`config.mk`:
```
export PLATFORM = sky130hd
export DESIGN_NAME = br_dump_ctrl_flat
export DESIGN_NICKNAME = d
export VERILOG_FILES = /design/src/rtl/br_dump_ctrl_pkg.sv /design/src/rtl/br_dump_ctrl_if.sv /design/src/rtl/br_dump_ctrl_ptr_cnt.sv /design/src/rtl/br_dump_ctrl.sv /design/src/flat_wrapper.sv
export SDC_FILE = /design/constraint.sdc
export NUM_CORES = 1
export LEC_CHECK = 0
export ABC_AREA = 1
export CORE_AREA = 2 2 78 80
export DETAILED_ROUTE_END_ITERATION = 7
export DIE_AREA = 0 0 80 82
export GPL_ROUTABILITY_DRIVEN = 0
export GPL_TIMING_DRIVEN = 0
export PLACE_DENSITY = 0.77
export SLEW_MARGIN = 20
export SYNTH_ARGS = -nofsm -noshare
export SYNTH_HDL_FRONTEND = slang
export SYNTH_SLANG_ARGS = --single-unit
```
`constraint.sdc`:
```
create_clock -name clk -period 2.1 [get_ports clk]
set_clock_uncertainty 0.2 [all_clocks]
set_input_delay 0.21 -clock clk [delete_from_list [all_inputs] [get_ports clk]]
set_output_delay 0.21 -clock clk [all_outputs]
set_load 0.01 [all_outputs]
```
`src/rtl/br_dump_ctrl_pkg.sv`:
```
// br_dump_ctrl_pkg: shared BR geometry, dump FSM state encodings and stream word type.
// The optional clear pass (BR_DUMP_CLEAR_EN) reuses ST_CLEAR from here.
package br_dump_ctrl_pkg;

   localparam int BR_AW    = 5;
   localparam int BR_DW    = 32;
   localparam int BR_NREGS = 32;

   localparam logic [2:0] ST_IDLE  = 3'd0;
   localparam logic [2:0] ST_READ  = 3'd1;
   localparam logic [2:0] ST_HOLD  = 3'd2;
   localparam logic [2:0] ST_CLEAR = 3'd3;
   localparam logic [2:0] ST_DONE  = 3'd4;

   typedef struct packed {
      logic [BR_AW-1:0] addr;
      logic [BR_DW-1:0] data;
   } br_word_t;

endpackage

```
`src/rtl/br_dump_ctrl_if.sv`:
```
// br_dump_ctrl_if: valid/ready stream carrying one {addr,data} register word per beat.
interface br_dump_ctrl_if
   import br_dump_ctrl_pkg::*;
#(
   parameter int AW = BR_AW,
   parameter int DW = BR_DW
) ();

   logic          m_valid;
   logic          m_ready;
   logic [AW-1:0] m_addr;
   logic [DW-1:0] m_data;

   modport master (output m_valid, output m_addr, output m_data, input  m_ready);
   modport slave  (input  m_valid, input  m_addr, input  m_data, output m_ready);

endinterface

```
`src/rtl/br_dump_ctrl_ptr_cnt.sv`:
```
// br_dump_ctrl_ptr_cnt: register pointer shared by the read sweep and the clear sweep.
// Clear wins over the held value and inc is added on top, so clr+inc loads 1.
module br_dump_ctrl_ptr_cnt
   import br_dump_ctrl_pkg::*;
#(
   parameter int AW    = BR_AW,
   parameter int NREGS = BR_NREGS
) (
   input  logic          clk,
   input  logic          rst,
   input  logic          i_clr,
   input  logic          i_inc,
   output logic [AW-1:0] o_ptr,
   output logic          o_last
);

   logic [AW-1:0] r_ptr;

   always_ff @(posedge clk) begin
      if (rst) begin
         r_ptr <= '0;
      end else if (i_clr || i_inc) begin
         r_ptr <= (i_clr ? '0 : r_ptr) + AW'(i_inc);
      end
   end

   assign o_ptr  = r_ptr;
   assign o_last = (r_ptr == AW'(NREGS - 1));

endmodule

```
`src/rtl/br_dump_ctrl.sv`:
```
// br_dump_ctrl: on start, reads every BR register through port 1 and streams {addr,data}.
// Defining BR_DUMP_CLEAR_EN adds a clear pass zeroing x1..x(NREGS-1) after the dump.
module br_dump_ctrl
   import br_dump_ctrl_pkg::*;
#(
   parameter int NREGS = BR_NREGS,
   parameter int AW    = BR_AW,
   parameter int DW    = BR_DW
) (
   input  logic          clk,
   input  logic          rst,
   input  logic          start,
   output logic          busy,
   output logic          done,
   output logic [AW-1:0] br_a1,
   input  logic [DW-1:0] br_rd1,
   output logic [AW-1:0] br_a3,
   output logic [DW-1:0] br_wd3,
   output logic          br_we3,
   br_dump_ctrl_if.master m_if
);

`ifdef BR_DUMP_CLEAR_EN
   localparam logic [2:0] ST_AFTER_DUMP = ST_CLEAR;
   localparam logic       CLEAR_EN      = 1'b1;
`else
   localparam logic [2:0] ST_AFTER_DUMP = ST_DONE;
   localparam logic       CLEAR_EN      = 1'b0;
`endif

   logic [2:0]    r_state;
   logic          r_valid;
   logic [AW-1:0] r_addr;
   logic [DW-1:0] r_data;
   logic [AW-1:0] w_ptr;
   logic          w_last;
   logic          w_hs;
   logic          w_clr;
   logic          w_inc;

   // m_valid is always high in HOLD, so ready alone completes the handshake there.
   assign w_hs  = (r_state == ST_HOLD) && m_if.m_ready;
   assign w_clr = ((r_state == ST_IDLE) && start) || (w_hs && w_last)
                  || ((r_state == ST_CLEAR) && w_last);
   assign w_inc = (w_hs && (!w_last || CLEAR_EN)) || ((r_state == ST_CLEAR) && !w_last);

   br_dump_ctrl_ptr_cnt #(.AW(AW), .NREGS(NREGS)) u_ptr (
      .clk    (clk),
      .rst    (rst),
      .i_clr  (w_clr),
      .i_inc  (w_inc),
      .o_ptr  (w_ptr),
      .o_last (w_last)
   );

   always_ff @(posedge clk) begin
      if (rst) begin
         r_state <= ST_IDLE;
         r_valid <= 1'b0;
         r_addr  <= '0;
         r_data  <= '0;
      end else begin
         case (r_state)
            ST_IDLE: begin
               if (start) r_state <= ST_READ;
            end
            ST_READ: begin
               r_valid <= 1'b1;
               r_addr  <= w_ptr;
               r_data  <= br_rd1;
               r_state <= ST_HOLD;
            end
            ST_HOLD: begin
               if (m_if.m_ready) begin
                  r_valid <= 1'b0;
                  r_state <= w_last ? ST_AFTER_DUMP : ST_READ;
               end
            end
`ifdef BR_DUMP_CLEAR_EN
            ST_CLEAR: begin
               if (w_last) r_state <= ST_DONE;
            end
`endif
            ST_DONE: begin
               r_state <= ST_IDLE;
            end
            default: begin
               r_state <= ST_IDLE;
            end
         endcase
      end
   end

   assign busy         = (r_state != ST_IDLE);
   assign done         = (r_state == ST_DONE);
   assign br_a1        = (r_state == ST_READ) ? w_ptr : '0;
   assign m_if.m_valid = r_valid;
   assign m_if.m_addr  = r_addr;
   assign m_if.m_data  = r_data;

`ifdef BR_DUMP_CLEAR_EN
   assign br_we3 = (r_state == ST_CLEAR);
   assign br_a3  = br_we3 ? w_ptr : '0;
`else
   assign br_we3 = 1'b0;
   assign br_a3  = '0;
`endif
   assign br_wd3 = '0;

endmodule
```
`src/flat_wrapper.sv`:
```
// flat-port wrapper written by rule: the top's interface ports become plain ports
module br_dump_ctrl_flat import br_dump_ctrl_pkg::*;
#(
   parameter int NREGS = BR_NREGS,
   parameter int AW    = BR_AW,
   parameter int DW    = BR_DW
)
  (clk, rst, start, busy, done, br_a1, br_rd1, br_a3, br_wd3, br_we3, m_if_m_valid, m_if_m_addr, m_if_m_data, m_if_m_ready);
  br_dump_ctrl_if #(.AW(AW), .DW(DW)) m_if_i ();
  input  logic clk;
  input  logic rst;
  input  logic start;
  output logic busy;
  output logic done;
  output logic [AW-1:0] br_a1;
  input  logic [DW-1:0] br_rd1;
  output logic [AW-1:0] br_a3;
  output logic [DW-1:0] br_wd3;
  output logic br_we3;
  output wire logic [$bits(m_if_i.m_valid)-1:0] m_if_m_valid;
  output wire logic [$bits(m_if_i.m_addr)-1:0] m_if_m_addr;
  output wire logic [$bits(m_if_i.m_data)-1:0] m_if_m_data;
  input wire logic [$bits(m_if_i.m_ready)-1:0] m_if_m_ready;
  assign m_if_m_valid = m_if_i.m_valid;
  assign m_if_m_addr = m_if_i.m_addr;
  assign m_if_m_data = m_if_i.m_data;
  assign m_if_i.m_ready = m_if_m_ready;
  br_dump_ctrl #(.NREGS(NREGS), .AW(AW), .DW(DW)) u_core (.clk(clk), .rst(rst), .start(start), .busy(busy), .done(done), .br_a1(br_a1), .br_rd1(br_rd1), .br_a3(br_a3), .br_wd3(br_wd3), .br_we3(br_we3), .m_if(m_if_i));
endmodule
```
# After elaboration in Yosys (flattened, before gate mapping)

Cells that the tools add are included.

Add/subtract/negate cells: 1
Equal/unequal tests: 7
Muxes and demuxes: 8
Reductions and logical operators: 16

Operator list:

| cell                                          | number |
|---|---|
| two-way mux 5 bit                             | 2 |
| two-way mux 3 bit                             | 3 |
| one-hot mux 3 bit (3 select lines)            | 1 |
| == test 3 x 2 -> 1 bit, second input constant | 2 |
| logical AND 1 bit                             | 6 |
| adder 5 x 1 -> 5 bit                          | 1 |
| == test 5 bit, second input constant          | 1 |
| logical OR 1 bit                              | 4 |
| inequality test 2 bit, second input constant  | 2 |
| AND reduction 2 bit                           | 2 |
| == test 3 x 1 -> 1 bit, second input constant | 1 |
| == test 3 bit, second input constant          | 1 |
| logical NOT 3 bit                             | 1 |
| nonzero test 3 bit                            | 1 |
| one-hot mux 1 bit (2 select lines)            | 1 |
| nonzero test 2 bit                            | 1 |
| logical NOT 1 bit                             | 1 |
| two-way mux 1 bit                             | 1 |

Register bits after elaboration: 46
Bits of input ports: 36
Output and inout bits: 83
Logic and storage cells: 37

# Logic depth before layout (Yosys ltp)

Depth in word-level cells: 7
Mapped depth: 13
Gate-level depth less buffers: 13

# Cells and area by module

Synthesis repeated with hierarchy kept, for this count alone.

Cells, all modules: 288
Area, all modules: 2303.5 µm²

By module, submodules not included:

| module               | instances | cells each | area an instance (µm²) | seq. area each (µm²) |
|---|---|---|---|---|
| br_dump_ctrl         | 1         | 246        | 2005.7                 | 820.8 |
| br_dump_ctrl_ptr_cnt | 1         | 42         | 297.8                  | 100.1 |

# Worst setup path after synthesis

No wires, ideal clock.

Path kind: register to register
From: register u_core.r_state[2]
To: register u_core.u_ptr.r_ptr[4], in the netlist u_core.u_ptr.o_ptr[4]
Library setup time: 0.113 ns
Arrival time: 1.543 ns
Data required time: 1.787 ns
Slack: 0.244 ns
Stages on the path, launching flop included: 13
Path buffers: 0
Period minus slack after synthesis: 1.856 ns
Cells stage by stage: dfxtp_1 -> nor2_2 -> nand3_1 -> nand2_1 -> nand2_1 -> nand2_1 -> nor2_1 -> ha_1 -> ha_1 -> nand4_1 -> nand2_1 -> nand2_1 -> nor2_1

Cells in the longest elaborated chain, start to end: 7
Elaborated cells between the ends (all ways): 15
Those cells by class: add/sub (1); eq/ne (2); mux (1); reduce/logical (11)

Ends and longest elaborated chain:

| item                   | RTL line                   | RTL |
|---|---|---|
| start, declared        | br_dump_ctrl.sv:31         | `logic [2:0] r_state;` |
| start signal, assigned | br_dump_ctrl.sv:76         | `r_state <= w_last ? ST_AFTER_DUMP : ST_READ;` |
| == test 3 x 2 -> 1 bit | br_dump_ctrl.sv:42         | `assign w_hs = (r_state == ST_HOLD) && m_if.m_ready;` |
| logical AND 1 bit      | br_dump_ctrl.sv:42         |  |
| logical AND 1 bit      | br_dump_ctrl.sv:43         | `assign w_clr = ((r_state == ST_IDLE) && start) \|\| (w_hs && w_last)` |
| logical OR 1 bit       | br_dump_ctrl.sv:43         |  |
| logical OR 1 bit       | br_dump_ctrl.sv:44         | `\|\| ((r_state == ST_CLEAR) && w_last);` |
| two-way mux 5 bit      | br_dump_ctrl_ptr_cnt.sv:23 | `r_ptr <= (i_clr ? '0 : r_ptr) + AW'(i_inc);` |
| adder 5 x 1 -> 5 bit   | br_dump_ctrl_ptr_cnt.sv:23 |  |
| end signal, assigned   | br_dump_ctrl_ptr_cnt.sv:23 |  |
| end, declared          | br_dump_ctrl_ptr_cnt.sv:17 | `logic [AW-1:0] r_ptr;` |

Parallel ways exist; a longest one is shown, timed or not.
A chain may end at the register's enable or synchronous reset.

# Worst setup path after layout

From: register u_core.r_state[0]
To: output port br_a1[2]

Cells in the longest elaborated chain, start to end: 2

Ends and longest elaborated chain:

| item                   | RTL line           | RTL |
|---|---|---|
| == test 3 x 1 -> 1 bit | br_dump_ctrl.sv:96 | `assign br_a1 = (r_state == ST_READ) ? w_ptr : '0;` |
| two-way mux 5 bit      | br_dump_ctrl.sv:96 |  |
| end, declared          | flat_wrapper.sv:15 | `output logic [AW-1:0] br_a1;` |

Every way passes these cells.

==> results.py <==
metrics = {
    "detailed_routing": {
        "ant_nets": 0,
        "wl_per_cell_um": 10.6,
        "wl_um": 5090,
        "drcViolationCount": 0,
        "dr.pass1.iters": 4,
        "via_per_inst": 4.25,
        "num_vias": 2049,
        "drt_iter0_markers": 70,
    },
    "global_routing": {
        "grt_pass1_vias": 1885,
        "grt-ovfl-total": 0,
        "grt_usage": 0.157,
        "antenna_found_initial": 0,
        "grt_pass1_wl_um": 8130,
        "grt_max_degree": 13,
    },
    "critical_path": {
        "cp.arrival_ns": 1.59,
        "worstPathRequired_ns": 1.69,
        "critPathLaunchType": "flip-flop",
        "cp_max_fo": 6,
        "r2r_start": "u_core.r_state[2]$_SDFFE_PP0P_",
        "reg2reg_slack_ns": 0.18,
        "endpoint_kind": "output pin",
        "crit_type": "reg -> out",
        "r2r_end": "u_core.u_ptr.o_ptr[4]$_SDFFE_PP0P_",
        "worstRegToRegCells": 12,
        "startpoint": "u_core.r_state[0]$_SDFFE_PP0P_",
    },
    "final_layout": {
        "area_delta_synth_final_pct": 54.7,
        "fillCellCount": 550,
        "final_nets": 445,
        "final_area_um2": 3230,
        "layout-drive-gt1-share": 0.155,
        "diodes": 0,
        "regArea_um2": 930,
        "final_cell_mix": "nor2_1, clkdlybuf4s50_1, dfxtp_1",
        "multi_input_area_um2": 906,
        "final_common_cell": "nor2_1",
        "fin_cells": 482,
    },
    "synth": {
        "synth_top_area_frac": 0.442,
        "ys_seq_area_frac": 0.442,
        "synth.cell_area_um2": 2090,
        "yosys_warnings": 0,
        "ys_ff_latch": 46,
        "synth.avg_cell_area_um2": 7.42,
        "ys_types": 23,
        "synthTopCellsByArea": "dfxtp_1, nor2_1, buf_4, o21ai_0, nand2_1",
        "synth_top_area_cell": "dfxtp_1",
        "postSynthCellCount": 281,
    },
    "placement": {
        "place_inst": 472,
        "placed_area_um2": 3110,
        "place_ws_ns": -0.0927,
        "dp_hpwl_um": 3780,
        "io_buffers": 79,
    },
    "sta": {
        "fin_tns_setup_ns": 0,
        "max_freq_mhz": 499,
        "rsz0062_at_grt": "true",
        "finalMaxSlewViolations": 0,
        "setup_violations": 0,
        "layout_worst_path_cycle_share": 0.953,
        "setup_ws_ns": 0.0979,
        "finalHoldViolations": 0,
        "min_period_ns": 2.00,
    },
    "worst_hold_path": {
        "min_to": "u_core.r_state[1]$_SDFFE_PP0P_",
        "holdPathStages": 2,
        "hp-class": "in -> reg",
        "hold_start": "rst",
    },
    "clocking": {
        "numCtsBuffers": 5,
        "htreeDepth": 2,
        "clock_sinks": 46,
        "clockBufferDepth": 2,
        "clk_pin_slew_ns": 0.08,
        "cts_tree": "built",
        "hold_buffers": 0,
        "cts-root-buf": "clkbuf_8",
        "clkLatencyLatePin_ns": 0.29,
    },
    "floorplan": {
        "core_um2": 5750,
        "rows": 28,
        "die_x_um": 80,
        "pin_count": 119,
        "die_y_um": 82,
        "die_area_um2": 6560,
        "initial_core_util": 0.363,
    },
    "pwr": {
        "p_leak_uw": 0.00153,
        "vdd_drop_max_v": 0.000318,
        "powerDensity_nw_per_um2": 646,
    },
    "outcome": {
        "status": "finished, final reports clean",
    },
    "run": {
        "cap_violations": 0,
    },
}
[per-layer routing]
layer / GRT usage / vias to the layer above / share of wire
met5: 0 / - / 0
li1: - / 1051 / -
met3: 0.0593 / 4 / 0.092
met1: 0.178 / 904 / 0.43
met4: 0.0390 / 0 / 0.0053
met2: 0.279 / 90 / 0.48
[where the power goes]
| part | leakage (µW) | switching [µW] | internal (µW) |
|---|---|---|---|
| Clock | 0.0000383 | 266 | 229 |
| Sequential | 0.000379 | 48.6 | 957 |
| Combinational | 0.00111 | 276 | 309 |
[critical path, cell delays in order, from the launching register on]
cell and delay [ns]:
dfxtp_4 0.38, inv_2 0.05, nor3_4 0.20, buf_6 0.13
buf_4 0.15, nand2_1 0.08, inv_1 0.05, dlygate4sd2_1 0.26
[kinds of logic (layout without fill, tap and decap cells)]
| family | count (synthesis) | count (layout) | share of synthesized area |
|---|---|---|---|
| AO/OA/AOI/OAI | 47 | 47 | 0.114 |
| adder cells (fa/ha/maj) | 2 | 2 | 0.0120 |
| buffers and inverters | 69 | 158 | 0.197 |
| flip-flops | 46 | 46 | 0.442 |
| other | 1 | 38 | 0.00180 |
| AND/OR/NAND/NOR | 116 | 116 | 0.234 |
[worst max-delay path by stage]
stage,to,slack (ns),cells past startpoint
2_1_floorplan,u_core.u_ptr.o_ptr[4]$_SDFFE_PP0P_,0.24,12
3_3_place_gp,u_core.u_ptr.o_ptr[4]$_SDFFE_PP0P_,-0.04,12
3_5_place_dp,br_a1[1],-0.09,6
4_1_cts,br_a1[3],0.02,6
5_1_grt,u_core.u_ptr.o_ptr[4]$_SDFFE_PP0P_,-0.02,12
6_report,br_a1[2],0.1,7
[synthesized netlist by cell type (all sizes together)]
cell type	number
a21oi	10
buf	40
clkbuf	9
conb	1
dfxtp	46
ha	2
inv	20
nand2	24
nand3	7
nand3b	1
nand4	1
nor2	79
nor3	3
o211ai	1
o21ai	36
or2	1
[flip-flops by register name, indices dropped and copies added, names as in the netlist]
signal and flops:
u_core.m_if.m_valid 1, u_core.m_if.m_data 32, u_core.m_if.m_addr 5, u_core.r_state 3, u_core.u_ptr.o_ptr 5
[per-stage QoR]
step	total power, µW	utilization	hold WS [ns]
after floorplan	1320	-	0.145
after global placement	1580	0.541	0.251
after detailed placement	1590	0.541	0.251
after CTS	2110	0.558	0.0176
after global routing	2220	0.562	0.0155
final	2090	0.562	0.0184
[repair_timing]
action | 4_1_cts | 5_1_grt
endpoints found under the setup margin | 5 | 6
setup buffers | 3 | 0
pin swaps | 1 | 0
gates resized for setup | 6 | 10
[area by class of cell]
type | count | area share
repair buffers | 82 | 0.251
plain buffers | 49 | 0.104
clock buffers | 7 | 0.0237
flip-flops and latches | 46 | 0.288
well taps | 75 | 0.0291
inverters | 20 | 0.0233
multi-input cells | 203 | 0.281
Note: power is estimated with default switching activity, not from simulation.
